File: src/rtl/mult_share_arbiter.sv
// mult_share_arbiter: round-robin sharing of one 4x4 multiplier among NREQ requesters
module comb_multiplier (
    input  logic [3:0] a,
    input  logic [3:0] b,
    output logic [7:0] p
);
    assign p = a * b;
endmodule

module mult_share_arbiter #(
    parameter int NREQ = 4,
    parameter int IDW  = 2,
    parameter int CNTW = 16
) (
    input  logic              clk,
    input  logic              rst,
    input  logic [NREQ-1:0]   req,
    input  logic [4*NREQ-1:0] a_in,
    input  logic [4*NREQ-1:0] b_in,
    output logic [NREQ-1:0]   gnt,
    output logic              res_valid,
    output logic [IDW-1:0]    res_id,
    output logic [7:0]        res_product,
    input  logic              res_ready,
    output logic              busy,
    output logic [CNTW-1:0]   ops_count
);
    typedef enum logic [1:0] {IDLE, COMPUTE, HOLD} state_t;
    state_t state;
    logic [IDW-1:0] ptr, id, off, gsel;
    logic [IDW:0] sum;
    logic [NREQ-1:0] rr;
    logic [3:0] op_a, op_b;
    logic [7:0] prod;
    logic found;

    comb_multiplier u_mul (.a(op_a), .b(op_b), .p(prod));

    // rotate requests so bit 0 is the pointer position, then take the lowest set bit
    assign rr = NREQ'({req, req} >> ptr);
    assign found = |req;
    always_comb begin
        off = '0;
        for (int k = NREQ - 1; k >= 0; k--)
            if (rr[k]) off = k[IDW-1:0];
    end
    assign sum  = {1'b0, ptr} + {1'b0, off};
    assign gsel = IDW'(sum >= (IDW+1)'(NREQ) ? sum - (IDW+1)'(NREQ) : sum);
    assign gnt  = (state == IDLE && !rst && found) ? NREQ'(1'b1) << gsel : '0;
    assign busy = state != IDLE;

    always_ff @(posedge clk) begin
        if (rst) begin
            state       <= IDLE;
            ptr         <= '0;
            id          <= '0;
            op_a        <= '0;
            op_b        <= '0;
            res_valid   <= 1'b0;
            res_id      <= '0;
            res_product <= '0;
            ops_count   <= '0;
        end else begin
            case (state)
                IDLE: if (found) begin
                    op_a  <= a_in[4*gsel +: 4];
                    op_b  <= b_in[4*gsel +: 4];
                    id    <= gsel;
                    ptr   <= (gsel == IDW'(NREQ - 1)) ? '0 : gsel + 1'b1;
                    state <= COMPUTE;
                end
                COMPUTE: begin
                    res_product <= prod;
                    res_id      <= id;
                    res_valid   <= 1'b1;
                    state       <= HOLD;
                end
                HOLD: if (res_ready) begin
                    res_valid <= 1'b0;
                    if (~&ops_count) ops_count <= ops_count + 1'b1;
                    state <= IDLE;
                end
                default: state <= IDLE;
            endcase
        end
    end
endmodule

File: config.mk
export PLATFORM = sky130hd
export DESIGN_NAME = mult_share_arbiter
export DESIGN_NICKNAME = d
export VERILOG_FILES = /design/src/rtl/mult_share_arbiter.sv
export SDC_FILE = /design/constraint.sdc
export NUM_CORES = 1
export LEC_CHECK = 0
export BUFFER_PORTS_ARGS = -buffer_cell sky130_fd_sc_hd__buf_2
export CORE_UTILIZATION = 40
export CTS_CLUSTER_DIAMETER = 150
export CTS_CLUSTER_SIZE = 24
export DETAILED_ROUTE_END_ITERATION = 7
export PLACE_DENSITY_LB_ADDON = 0.25
export REMOVE_ABC_BUFFERS = 1
export SLEW_MARGIN = 20
export SYNTH_ARGS = -nofsm -noshare
export SYNTH_HDL_FRONTEND = slang
export SYNTH_HIERARCHICAL = 1
export SYNTH_SLANG_ARGS = --single-unit
File: constraint.sdc
create_clock -name clk -period 3.75 [get_ports clk]
set_input_delay 0.75 -clock clk [delete_from_list [all_inputs] [get_ports clk]]
set_output_delay 0.75 -clock clk [all_outputs]
set_load 0.02 [all_outputs]
# ---- Word level (Yosys, flattened, before mapping)
# Cells that the tools add are included.
dict set report word_totals {
  register_bits 41
  latch_bits 0
  ram_bits 0
  rom_bits 0
  in_bits 39
  out_inout_bits 32
  word_cells 49
  n_memories 0
}
dict set report op_classes {
  add_sub_neg 4
  n_mul 1
  n_div 0
  n_lt_le_gt_ge 1
  n_eq_ne 5
  n_shift 4
  n_mux 12
  bitwise_logic 1
  reduce_logical 12
}
# operator count
set op_table {}
lappend op_table {{16-bit by 5-bit variable part select with 4-bit output} 2}
lappend op_table {{16-bit by 1-bit adder with 16-bit output (second input constant)} 1}
lappend op_table {{2-bit two-way mux} 8}
lappend op_table {{16-bit AND reduction} 1}
lappend op_table {{4-bit by 4-bit multiplier with 8-bit output} 1}
lappend op_table {{8-bit by 2-bit >> shifter with 4-bit output} 1}
lappend op_table {{2-bit one-hot mux with 3 select lines} 1}
lappend op_table {{2-bit AND reduction} 3}
lappend op_table {{2-bit equality test (second input constant)} 2}
lappend op_table {{4-bit two-way mux} 1}
lappend op_table {{2-bit != test (second input constant)} 2}
lappend op_table {{2-bit nonzero test} 2}
lappend op_table {{4-bit OR reduction} 1}
lappend op_table {{1-bit by 2-bit << shifter with 4-bit output (first input constant)} 1}
lappend op_table {{2-bit by 2-bit adder with 3-bit output} 1}
lappend op_table {{3-bit greater-or-equal comparator (second input constant)} 1}
lappend op_table {{3-bit AND reduction} 1}
lappend op_table {{2-bit by 1-bit adder with 2-bit output (second input constant)} 1}
lappend op_table {{2-bit by 1-bit equality test with 1-bit output (second input constant)} 1}
lappend op_table {{1-bit logical AND} 2}
lappend op_table {{2-bit zero test} 1}
lappend op_table {{1-bit one-hot mux with 2 select lines} 1}
lappend op_table {{2-bit by 1-bit subtractor with 2-bit output (second input constant)} 1}
lappend op_table {{1-bit zero test} 1}
lappend op_table {{other kinds (2)} 2}

# ---- Logic depth before layout (Yosys ltp)
# Gate-level depths: netlist of run 1.
dict set report depth {
  depth_word 10
  ltp_mapped 11
  depth_no_buf 10
}

# ---- Modules after synthesis
# The synthesis of run 1 kept the hierarchy.
# mod instances cells_per_inst area_per_inst_um2 seq_area_each_um2
set modules_own_cells {}
lappend modules_own_cells {mult_share_arbiter 1 264 2319.7 820.8}
lappend modules_own_cells {comb_multiplier 1 51 447.9 0.0}

# ---- Least setup slack after synthesis of run 1
# OpenSTA, ideal clock, no wires.
dict set report synth_path {
  kind {input-to-output}
  startpoint {input port req[0]}
  endpoint {output port gnt[1]}
  arrival_time_ns 2.838
  t_required_ns 3.000
  slack_ns 0.162
  path_stages 7
  cell_sequence {buf_2 -> or4_1 -> o211ai_1 -> ha_1 -> buf_1 -> inv_1 -> nor4_1}
}
dict set report synth_between {
  elab_chain_cells 10
}
# item line_no
set synth_lines {}
lappend synth_lines {{start: declaration} 17} ;# input logic [NREQ-1:0] req,
lappend synth_lines {{8-bit by 2-bit >> shifter with 4-bit output (*)} 40} ;# assign rr = NREQ'({req, req} >> ptr);
lappend synth_lines {{2-bit two-way mux (3 in series)} 45} ;# if (rr[k]) off = k[IDW-1:0];
lappend synth_lines {{2-bit two-way mux (*)} 45}
lappend synth_lines {{2-bit by 2-bit adder with 3-bit output (*)} 47} ;# assign sum = {1'b0, ptr} + {1'b0, off};
lappend synth_lines {{3-bit greater-or-equal comparator / 2-bit by 1-bit subtractor with 2-bit output (equally long branches)} 48} ;# assign gsel = IDW'(sum >= (IDW+1)'(NREQ) ? sum - (IDW+1)'(NREQ) : sum);
lappend synth_lines {{2-bit two-way mux (*)} 48}
lappend synth_lines {{via gsel[0]} 30} ;# logic [IDW-1:0] ptr, id, off, gsel;
lappend synth_lines {{1-bit by 2-bit << shifter with 4-bit output (*)} 49} ;# assign gnt = (state == IDLE && !rst && found) ? NREQ'(1'b1) << gsel : '0;
lappend synth_lines {{4-bit two-way mux (*)} 49}
lappend synth_lines {{end: declaration} 20} ;# output logic [NREQ-1:0] gnt,
# Mark *: on every way through the listed nets, which the timed path passes. The rest lies on a longest branch.

# ---- Worst setup path in the final report of run 1
dict set report layout_path {
  startpoint {input port req[2]}
  endpoint {output port gnt[1]}
}
dict set report layout_between {
  elab_chain_cells 10
}
# item line_no
set layout_lines {}
lappend layout_lines {{8-bit by 2-bit >> shifter with 4-bit output} 40}
lappend layout_lines {{2-bit two-way mux (4 in series)} 45}
lappend layout_lines {{2-bit by 2-bit adder with 3-bit output} 47}
lappend layout_lines {{3-bit greater-or-equal comparator / 2-bit by 1-bit subtractor with 2-bit output (equally long branches)} 48}
lappend layout_lines {{2-bit two-way mux} 48}
lappend layout_lines {{1-bit by 2-bit << shifter with 4-bit output} 49}
lappend layout_lines {{4-bit two-way mux (*)} 49}
# Every way passes the cells marked *; elsewhere a longest branch is shown, timed or not.

==> impl_metrics.yaml, run 1 <==
global_routing:
  grt_pass1_vias: 2129
  grt_antenna_before_repair: 0
  grtUsageMet1: 0.237
  grt_util_met2: 0.251
  busiest_layer: "met2"
  grt-ovfl-total: 0
  grt_pass1_wl_um: 9720
  use_met3: 0.0253
  track_usage: 0.165
  grt_max_degree: 28
worst_setup_path:
  critPathLaunchType: "input port"
  r2r_end: "res_product[7]"
  arrival_ns: 2.62
  path_class: "in2out"
  crit_path_max_fanout: 9
  rr_worst_depth: 10
  crit-reg2reg-launch: "op_a[0]"
  endpoint_kind: "output pin"
  cp.required_ns: 3.00
  rrSetupSlack_ns: 0.80
placement:
  dpl_cell_area_um2: 3120
  dp_hpwl_um: 4330
  place_congestion: 0.760
  io_buffers: 70
  dp.cells: 445
pwr:
  power_density_nw_per_um2: 554
  vdd_drop_max_mv: 0.290
  p_leak_nw: 1.42
detailed_routing:
  drc: 0
  drtIter0Drc: 83
  vias: 2427
  wire_per_inst_um: 12.9
  wirelength_um: 5840
  dr.pass1.iters: 4
  drtAntennaViolNets: 0
  vias_per_cell: 5.36
die:
  start_util: 0.424
  die_x_um: 85.2
  dieHeight_um: 85.2
  core_um2: 6530
  io-pin-count: 71
  die_area_um2: 7260
  num_rows: 29
timing:
  finalSetupViolations: 0
  finalCritPeriodShare: 0.899
  rsz0062_at_grt: "no"
  period_needed_ns: 3.37
  clock.fmax_mhz: 297
  clock_skew_ns: 0.00895
  worst_pin_slew_ns: 0.775
  maxSlewViolCount: 0
  max_slew_margin: 0.479
  fin_tns_setup_ns: 0
  finalHoldViolations: 0
layout:
  final-seq-area_um2: 821
  layout-area-overhead-vs-synth_pct: 16.3
  drive_gt1_frac: 0.261
  nets: 433
  multi_input_area_um2: 1790
  antennaDiodeCount: 0
  fill_cells: 643
  instances_no_fill: 453
  fin_area_um2: 3220
clock_tree:
  cts_tree: "yes"
  cts.sinks: 41
  cts_hold_buf: 0
  cts-root-buf: "clkbuf_8"
  post_cts_buffers: 0
  cts_buffers: 5
  clockBufferDepth: 2
  clk_latency_ns: 0.29
  htreeDepth: 2
  cts_resized: 0
  clk_pin_slew_ns: 0.07
min_path:
  hp-start: "res_product[4]"
  hold_depth: 2
  hold_class: "reg2reg"
  hold_path_end: "res_product[4]"
logic_synthesis:
  synth_flop_cell: "dfxtp_1"
  yosysWarnings: 6
  yosysUniqueCellTypes: 54
  synth-seq-cells: 41
  syn_avg_cell_area_um2: 8.79
  yosysSeqAreaShare: 0.297
  synth_area_um2: 2770
  synth-edff-count: 0
  synthCells: 315
  async_flop_share: 0
run:
  max-cap-violations: 0
run_status:
  status: "completed"
==> cell families (layout without fill, tap and decap cells) <==
family / Yosys count / count (layout) / synth area share
XOR/XNOR: 18 / 18 / 0.0624
adder cells (fa/ha/maj): 19 / 19 / 0.0967
AO/OA/AOI/OAI: 64 / 64 / 0.185
multiplexers: 16 / 16 / 0.0579
flip-flops: 41 / 41 / 0.297
buffers and inverters: 29 / 90 / 0.0556
AND/OR/NAND/NOR: 128 / 128 / 0.246
==> flip-flops by register name (all words and copies together) (netlist names) <==
name	cells
ptr	2
state	2
op_a	4
res_id	2
res_valid	1
res_product	8
ops_count	16
op_b	4
id	2
==> layer usage <==
metal  share of wire  vias up
li1                -     1255
met3           0.044        8
met4           0.013        0
met1            0.51     1103
met2            0.43       61
met5               0        -
==> per-stage QoR <==
| step | util | hold slack (ns) | worst slack [ns] | power [mW] |
|---|---|---|---|---|
| finish | 0.493 | 0.451 | 0.379 | 1.78 |
| CTS | 0.493 | 0.454 | 0.390 | 1.79 |
| global route | 0.493 | 0.467 | 0.229 | 1.92 |
| global placement | 0.477 | 0.443 | 0.416 | 1.46 |
| detailed placement | 0.477 | 0.443 | 0.398 | 1.47 |
| floorplan | - | 0.426 | 0.128 | 1.27 |
==> worst max-delay path by stage <==
stage | start | endpoint | slack [ns] | depth (start not counted)
after floorplan | req[2] | gnt[1] | 0.13 | 5
after global placement | req[2] | gnt[1] | 0.42 | 8
after detailed placement | req[2] | gnt[1] | 0.40 | 8
after CTS | req[2] | gnt[1] | 0.39 | 8
after global routing | req[1] | gnt[1] | 0.23 | 10
final | req[2] | gnt[1] | 0.38 | 8
==> synthesized netlist by cell type (2+ instances only) <==
cell type / count / share of area
buf_2: 3 / 0.0054
inv_1: 9 / 0.012
xnor2_2: 2 / 0.012
nor4_1: 8 / 0.018
nor2_1: 36 / 0.049
xnor2_1: 15 / 0.047
nor3_1: 7 / 0.013
or2_1: 4 / 0.0090
ha_1: 15 / 0.068
a21oi_1: 18 / 0.033
nor4b_1: 2 / 0.0063
buf_6: 5 / 0.020
nand2b_1: 3 / 0.0068
mux2i_1: 16 / 0.058
o32ai_1: 2 / 0.0063
o211ai_1: 2 / 0.0054
and2_1: 14 / 0.032
a211oi_2: 8 / 0.036
nand3_1: 5 / 0.0090
o21ai_1: 2 / 0.0036
nand4_1: 3 / 0.0068
a221o_1: 16 / 0.058
nand2_1: 30 / 0.041
nor3b_1: 3 / 0.0081
fa_1: 4 / 0.029
dfxtp_1: 41 / 0.30
o21ai_0: 4 / 0.0072
clkbuf_1: 10 / 0.014
a211oi_1: 3 / 0.0081
==> layout make-up <==
cell class	instances	share of cell area
Multi-Input combinational cell	245	0.557
Sequential cell	41	0.255
Timing Repair Buffer	73	0.116
Clock buffer	7	0.0299
Tap cell	77	0.0299
Inverter	9	0.0105
Clock inverter	1	0.00156
==> critical path, stage by stage <==
cell and delay (ns):
buf_2 0.16, or4_1 0.50, o211ai_1 0.11, ha_1 0.21, xnor2_2 0.18, xnor2_2 0.15, nor4_1 0.33, buf_2 0.23
==> placed cells by master, fill, tap and decap left out, types with 2 or more instances in the layout <==
master | synthesis | layout
buf_2 | 3 | 70
dfxtp_1 | 41 | 41
nor2_1 | 36 | 36
nand2_1 | 30 | 30
a21oi_1 | 18 | 18
mux2i_1 | 16 | 16
a221o_1 | 16 | 16
xnor2_1 | 15 | 15
ha_1 | 15 | 15
and2_1 | 14 | 14
inv_1 | 9 | 9
nor4_1 | 8 | 8
a211oi_2 | 8 | 8
nor3_1 | 7 | 7
clkbuf_8 | 0 | 7
nand3_1 | 5 | 5
or2_1 | 4 | 4
o21ai_0 | 4 | 4
fa_1 | 4 | 4
nand2b_1 | 3 | 3
a211oi_1 | 3 | 3
nand4_1 | 3 | 3
nor3b_1 | 3 | 3
buf_4 | 1 | 3
o32ai_1 | 2 | 2
xnor2_2 | 2 | 2
o211ai_1 | 2 | 2
o21ai_1 | 2 | 2
nor4b_1 | 2 | 2
==> power breakdown <==
part / total [mW] / switching [mW] / internal (mW)
sequential: 0.584 / 0.0808 / 0.503
clock: 0.316 / 0.149 / 0.166
combinational: 0.882 / 0.483 / 0.399
No activity file was read; power rests on OpenSTA's default activity.
==> run 2: changes to the inputs <==
- GPL_TIMING_DRIVEN: unset -> 0
==> impl_metrics.yaml, run 2 (same netlist as run 1, synthesis figures left out) <==
run_status:
  status: "completed"
detailed_routing:
  vias: 2406
  wire_per_inst_um: 12.6
  drtAntennaViolNets: 0
  wirelength_um: 5660
  dr.pass1.iters: 4
  vias_per_cell: 5.35
  drc: 0
  drtIter0Drc: 109
layout:
  final_cell_mix: "70 x buf_2, 41 x dfxtp_1, 36 x nor2_1"
  regMostFlops: "ops_count"
  fill_cells: 645
  drive_gt1_frac: 0.257
  layout_commonest_cell: "buf_2"
  largest_reg_flops: 16
  finish.utilization: 0.494
  layout-area-overhead-vs-synth_pct: 16.6
  nets: 430
  instances_no_fill: 450
  reg_top3: "ops_count: 16 flops, res_product: 8 flops"
  antennaDiodeCount: 0
global_routing:
  grt_max_degree: 44
  grt_antenna_before_repair: 0
  grt_pass1_wl_um: 9230
  grt-ovfl-total: 0
  grt_pass1_vias: 1970
  track_usage: 0.157
placement:
  io_buffers: 70
  place_worst_setup_slack_ns: -0.103
  place_congestion: 0.761
  dp.cells: 442
  dp_hpwl_um: 4140
die:
  num_rows: 29
  die_area_um2: 7260
  io-pin-count: 71
  start_util: 0.424
  die_x_um: 85.2
  dieHeight_um: 85.2
  core_um2: 6530
clock_tree:
  clockBufferDepth: 2
  cts-root-buf: "clkbuf_8"
  clk_pin_slew_ns: 0.07
  cts_tree: "yes"
  cts.sinks: 41
  cts_hold_buf: 0
  cts_buffers: 5
  cts_resized: 1
  post_cts_buffers: 0
  htreeDepth: 2
  clk_latency_ns: 0.29
timing:
  max_slew_margin: 0.417
  worst_pin_slew_ns: 0.875
  clock.fmax_mhz: 296
  clock_skew_ns: 0.00543
  finalSetupViolations: 0
  rsz0062_at_grt: "no"
  maxSlewViolCount: 0
  finalCritPeriodShare: 0.902
  timing.final.ws_setup_ns: 0.366
  period_needed_ns: 3.38
  finalHoldViolations: 0
pwr:
  power_density_nw_per_um2: 569
  vdd_drop_max_mv: 0.297
  internal_power_mw: 1.12
  power_switching_share: 0.388
  total_power_mw: 1.84
  p_sw_uw: 712
  seq_power_share: 0.319
  clock_power_share: 0.202
  combPwrFrac: 0.479
  p_leak_nw: 1.41
worst_setup_path:
  cp.required_ns: 3.00
  critical_path.top_delay_family: "buffers and inverters"
  arrival_ns: 2.63
  rr_worst_depth: 10
  cp_slowest_cell: "ha_4"
  critical-path-max-stage-delay_ns: 0.50
  endpoint_kind: "output pin"
  cp.depth: 9
  crit_path_max_fanout: 21
  critPathLaunchType: "input port"
  path_class: "in2out"
  cp_cell_sequence: "buf_2 -> inv_1 -> nor3_1 -> a311oi_1 -> o211ai_1 -> ha_4 -> inv_1 -> nor4_1 -> buf_2"
  crit_buf_inv: 4
run:
  max-cap-violations: 0
min_path:
  hold_class: "reg2reg"
  hold_depth: 2
==> run 2: power by group through the flow <==
| stage | sequential (mW) | clock, mW | combinational [mW] |
|---|---|---|---|
| 2_1_floorplan | 0.581 | 0 | 0.684 |
| 3_3_place_gp | 0.592 | 0 | 0.853 |
| 3_5_place_dp | 0.594 | 0 | 0.861 |
| 4_1_cts | 0.584 | 0.383 | 0.869 |
| 5_1_grt | 0.599 | 0.402 | 0.968 |
| 6_report | 0.587 | 0.370 | 0.880 |
==> run 2: worst reg2reg max path: cells and delay by family (launching register included) <==
kind | cells | cell delay, ns
AND/OR/NAND/NOR | 3 | 0.68
adder cells (fa/ha/maj) | 3 | 1.40
flip-flops | 1 | 0.40
buffers and inverters | 1 | 0.07
AO/OA/AOI/OAI | 3 | 0.32
==> run 2: routing by layer <==
metal,part of all wire,track usage,wire length [µm],up-vias
met2,0.44,0.243,2470,52
met3,0.044,0.0370,247,6
met1,0.51,0.216,2880,1099
met4,0.010,0.0508,59,0
met5,0,0,0,-
li1,-,-,-,1249
==> run 2: layout make-up <==
cell class	instances	area [µm²]	share of cell area
multi-input cells	245	1810	0.560
flip-flops and latches	41	821	0.254
repair buffers	70	350	0.109
well taps	77	96.3	0.0299
clock buffers	6	82.6	0.0256
clock inverters	2	37.5	0.0116
inverters	9	33.8	0.0105
==> run 2: final timing paths <==
kind                  startpoint        endpoint  slack [ns]
hold / removal    res_product[4]  res_product[4]        0.45
hold reg to reg   res_product[4]  res_product[4]        0.45
setup reg to reg         op_a[0]  res_product[7]        0.82
setup / recovery          req[1]          gnt[1]        0.37
==> run 2: through the flow <==
step	setup TNS, ns	instance area (µm²)	hold WS (ns)
2_1_floorplan	0	2650	0.426
3_5_place_dp	-0.103	3090	0.444
6_report	0	3230	0.451
4_1_cts	0	3220	0.454
5_1_grt	0	3230	0.465
3_3_place_gp	-0.0928	3090	0.442
==> run 3: changes to the inputs <==
- BUFFER_PORTS_ARGS: -buffer_cell sky130_fd_sc_hd__buf_2 -> -buffer_cell sky130_fd_sc_hd__buf_4
- CORE_ASPECT_RATIO: unset -> 1.75
==> impl_metrics.yaml, run 3 (same netlist as run 1, synthesis figures left out) <==
layout:
  drive_gt1_frac: 0.257
  antennaDiodeCount: 0
  regMostFlops: "ops_count"
  final_cell_mix: "70 x buf_4, 41 x dfxtp_1, 36 x nor2_1"
  reg_top3: "ops_count: 16 flops, res_product: 8 flops"
  finish.utilization: 0.521
  layout-area-overhead-vs-synth_pct: 24.0
  nets: 430
  largest_reg_flops: 16
  layout_commonest_cell: "buf_4"
placement:
  place_congestion: 0.808
  dp_hpwl_um: 4400
  place_worst_setup_slack_ns: -0.0154
  io_buffers: 70
worst_setup_path:
  path_class: "in2out"
  critPathLaunchType: "input port"
  rrSetupSlack_ns: 0.85
  r2r_end: "res_product[7]"
  crit_path_max_fanout: 21
  cp.required_ns: 3.00
  endpoint_kind: "output pin"
  crit-reg2reg-launch: "op_b[3]"
  arrival_ns: 2.72
  rr_worst_depth: 10
timing:
  worst_pin_slew_ns: 0.735
  max_slew_margin: 0.510
  finalSetupViolations: 0
  finalCritPeriodShare: 0.927
  finalHoldViolations: 0
  hold_ws_ns: 0.455
  period_needed_ns: 3.47
  timing.final.ws_setup_ns: 0.275
  maxSlewViolCount: 0
  clock_skew_ns: 0.00671
  clock.fmax_mhz: 288
  fin_tns_setup_ns: 0
  rsz0062_at_grt: "no"
die:
  dieHeight_um: 112
  core_um2: 6590
  io-pin-count: 71
  die_x_um: 64.9
  start_util: 0.420
  die_area_um2: 7270
  num_rows: 39
clock_tree:
  htreeDepth: 2
  clk_pin_slew_ns: 0.06
  clockBufferDepth: 2
  cts_tree: "yes"
  cts_hold_buf: 0
  clk_latency_ns: 0.28
  cts_buffers: 5
  cts-root-buf: "clkbuf_16"
  cts.sinks: 41
global_routing:
  grt_pass1_vias: 2304
  grt_pass1_wl_um: 9610
  grt_max_degree: 44
  grt_antenna_before_repair: 0
  track_usage: 0.166
  grt-ovfl-total: 0
run:
  max-cap-violations: 0
pwr:
  total_power_mw: 1.90
  power_density_nw_per_um2: 554
  p_leak_nw: 1.46
  vdd_drop_max_mv: 0.520
detailed_routing:
  dr.pass1.iters: 3
  vias_per_cell: 5.40
  wl_met3_um: 196
  drtIter0Drc: 71
  wire_per_inst_um: 12.7
  top_layer: "met4"
  vias: 2455
  drtAntennaViolNets: 0
  met2WireLength_um: 3250
  wl_met1_um: 2240
  wirelength_um: 5800
  drc: 0
run_status:
  status: "completed"
min_path:
  hold_depth: 2
  hp-start: "id[0]"
  hold_path_end: "res_id[0]"
  hold_class: "reg2reg"
run 3: per-stage QoR:
step | instances | cell area [µm²]
2_1_floorplan | 295 | 2650
3_3_place_gp | 447 | 3280
3_5_place_dp | 447 | 3280
4_1_cts | 455 | 3430
5_1_grt | 455 | 3430
6_report | 455 | 3430
run 3: worst max-delay path by stage:
stage	slack, ns	start	end	cells after the start
after floorplan	0.13	req[2]	gnt[1]	5
after global placement	0.07	req[1]	gnt[1]	9
after detailed placement	-0.02	req[1]	gnt[1]	9
after CTS	0.25	req[1]	gnt[1]	9
after global routing	0.05	req[1]	gnt[1]	9
final	0.28	req[1]	gnt[1]	9
run 3: layout make-up:
| type | instances | area, µm² |
|---|---|---|
| well taps | 82 | 103 |
| clock buffers | 6 | 139 |
| inverters | 9 | 33.8 |
| clock inverters | 2 | 13.8 |
| flip-flops and latches | 41 | 821 |
| fillers | 690 | 3160 |
| multi-input cells | 245 | 1800 |
| repair buffers | 70 | 526 |
run 3: power by group:
part           switching [mW]  internal [mW]  total, mW  leakage (nW)
clock network           0.172          0.265      0.437        0.0768
registers              0.0743          0.504      0.578         0.334
logic                   0.469          0.417      0.886          1.05
run 3: critical path, cell delays in order:
cell and delay, ns:
buf_4 0.14, inv_1 0.07, nor3_1 0.05, a311oi_1 0.28, o211ai_1 0.12, ha_2 0.70, inv_1 0.12, nor4_1 0.30
buf_4 0.19
run 3: metal layers:
layer,global-route usage,vias up
met3,0.0325,7
li1,-,1248
met5,0,-
met2,0.331,58
met1,0.153,1142
met4,0.0726,0
run 3: timing repair:
item / CTS / global route
gates resized for setup: 1 / 0
setup buffers: 0 / 0
setup endpoints to repair: 2 / 0
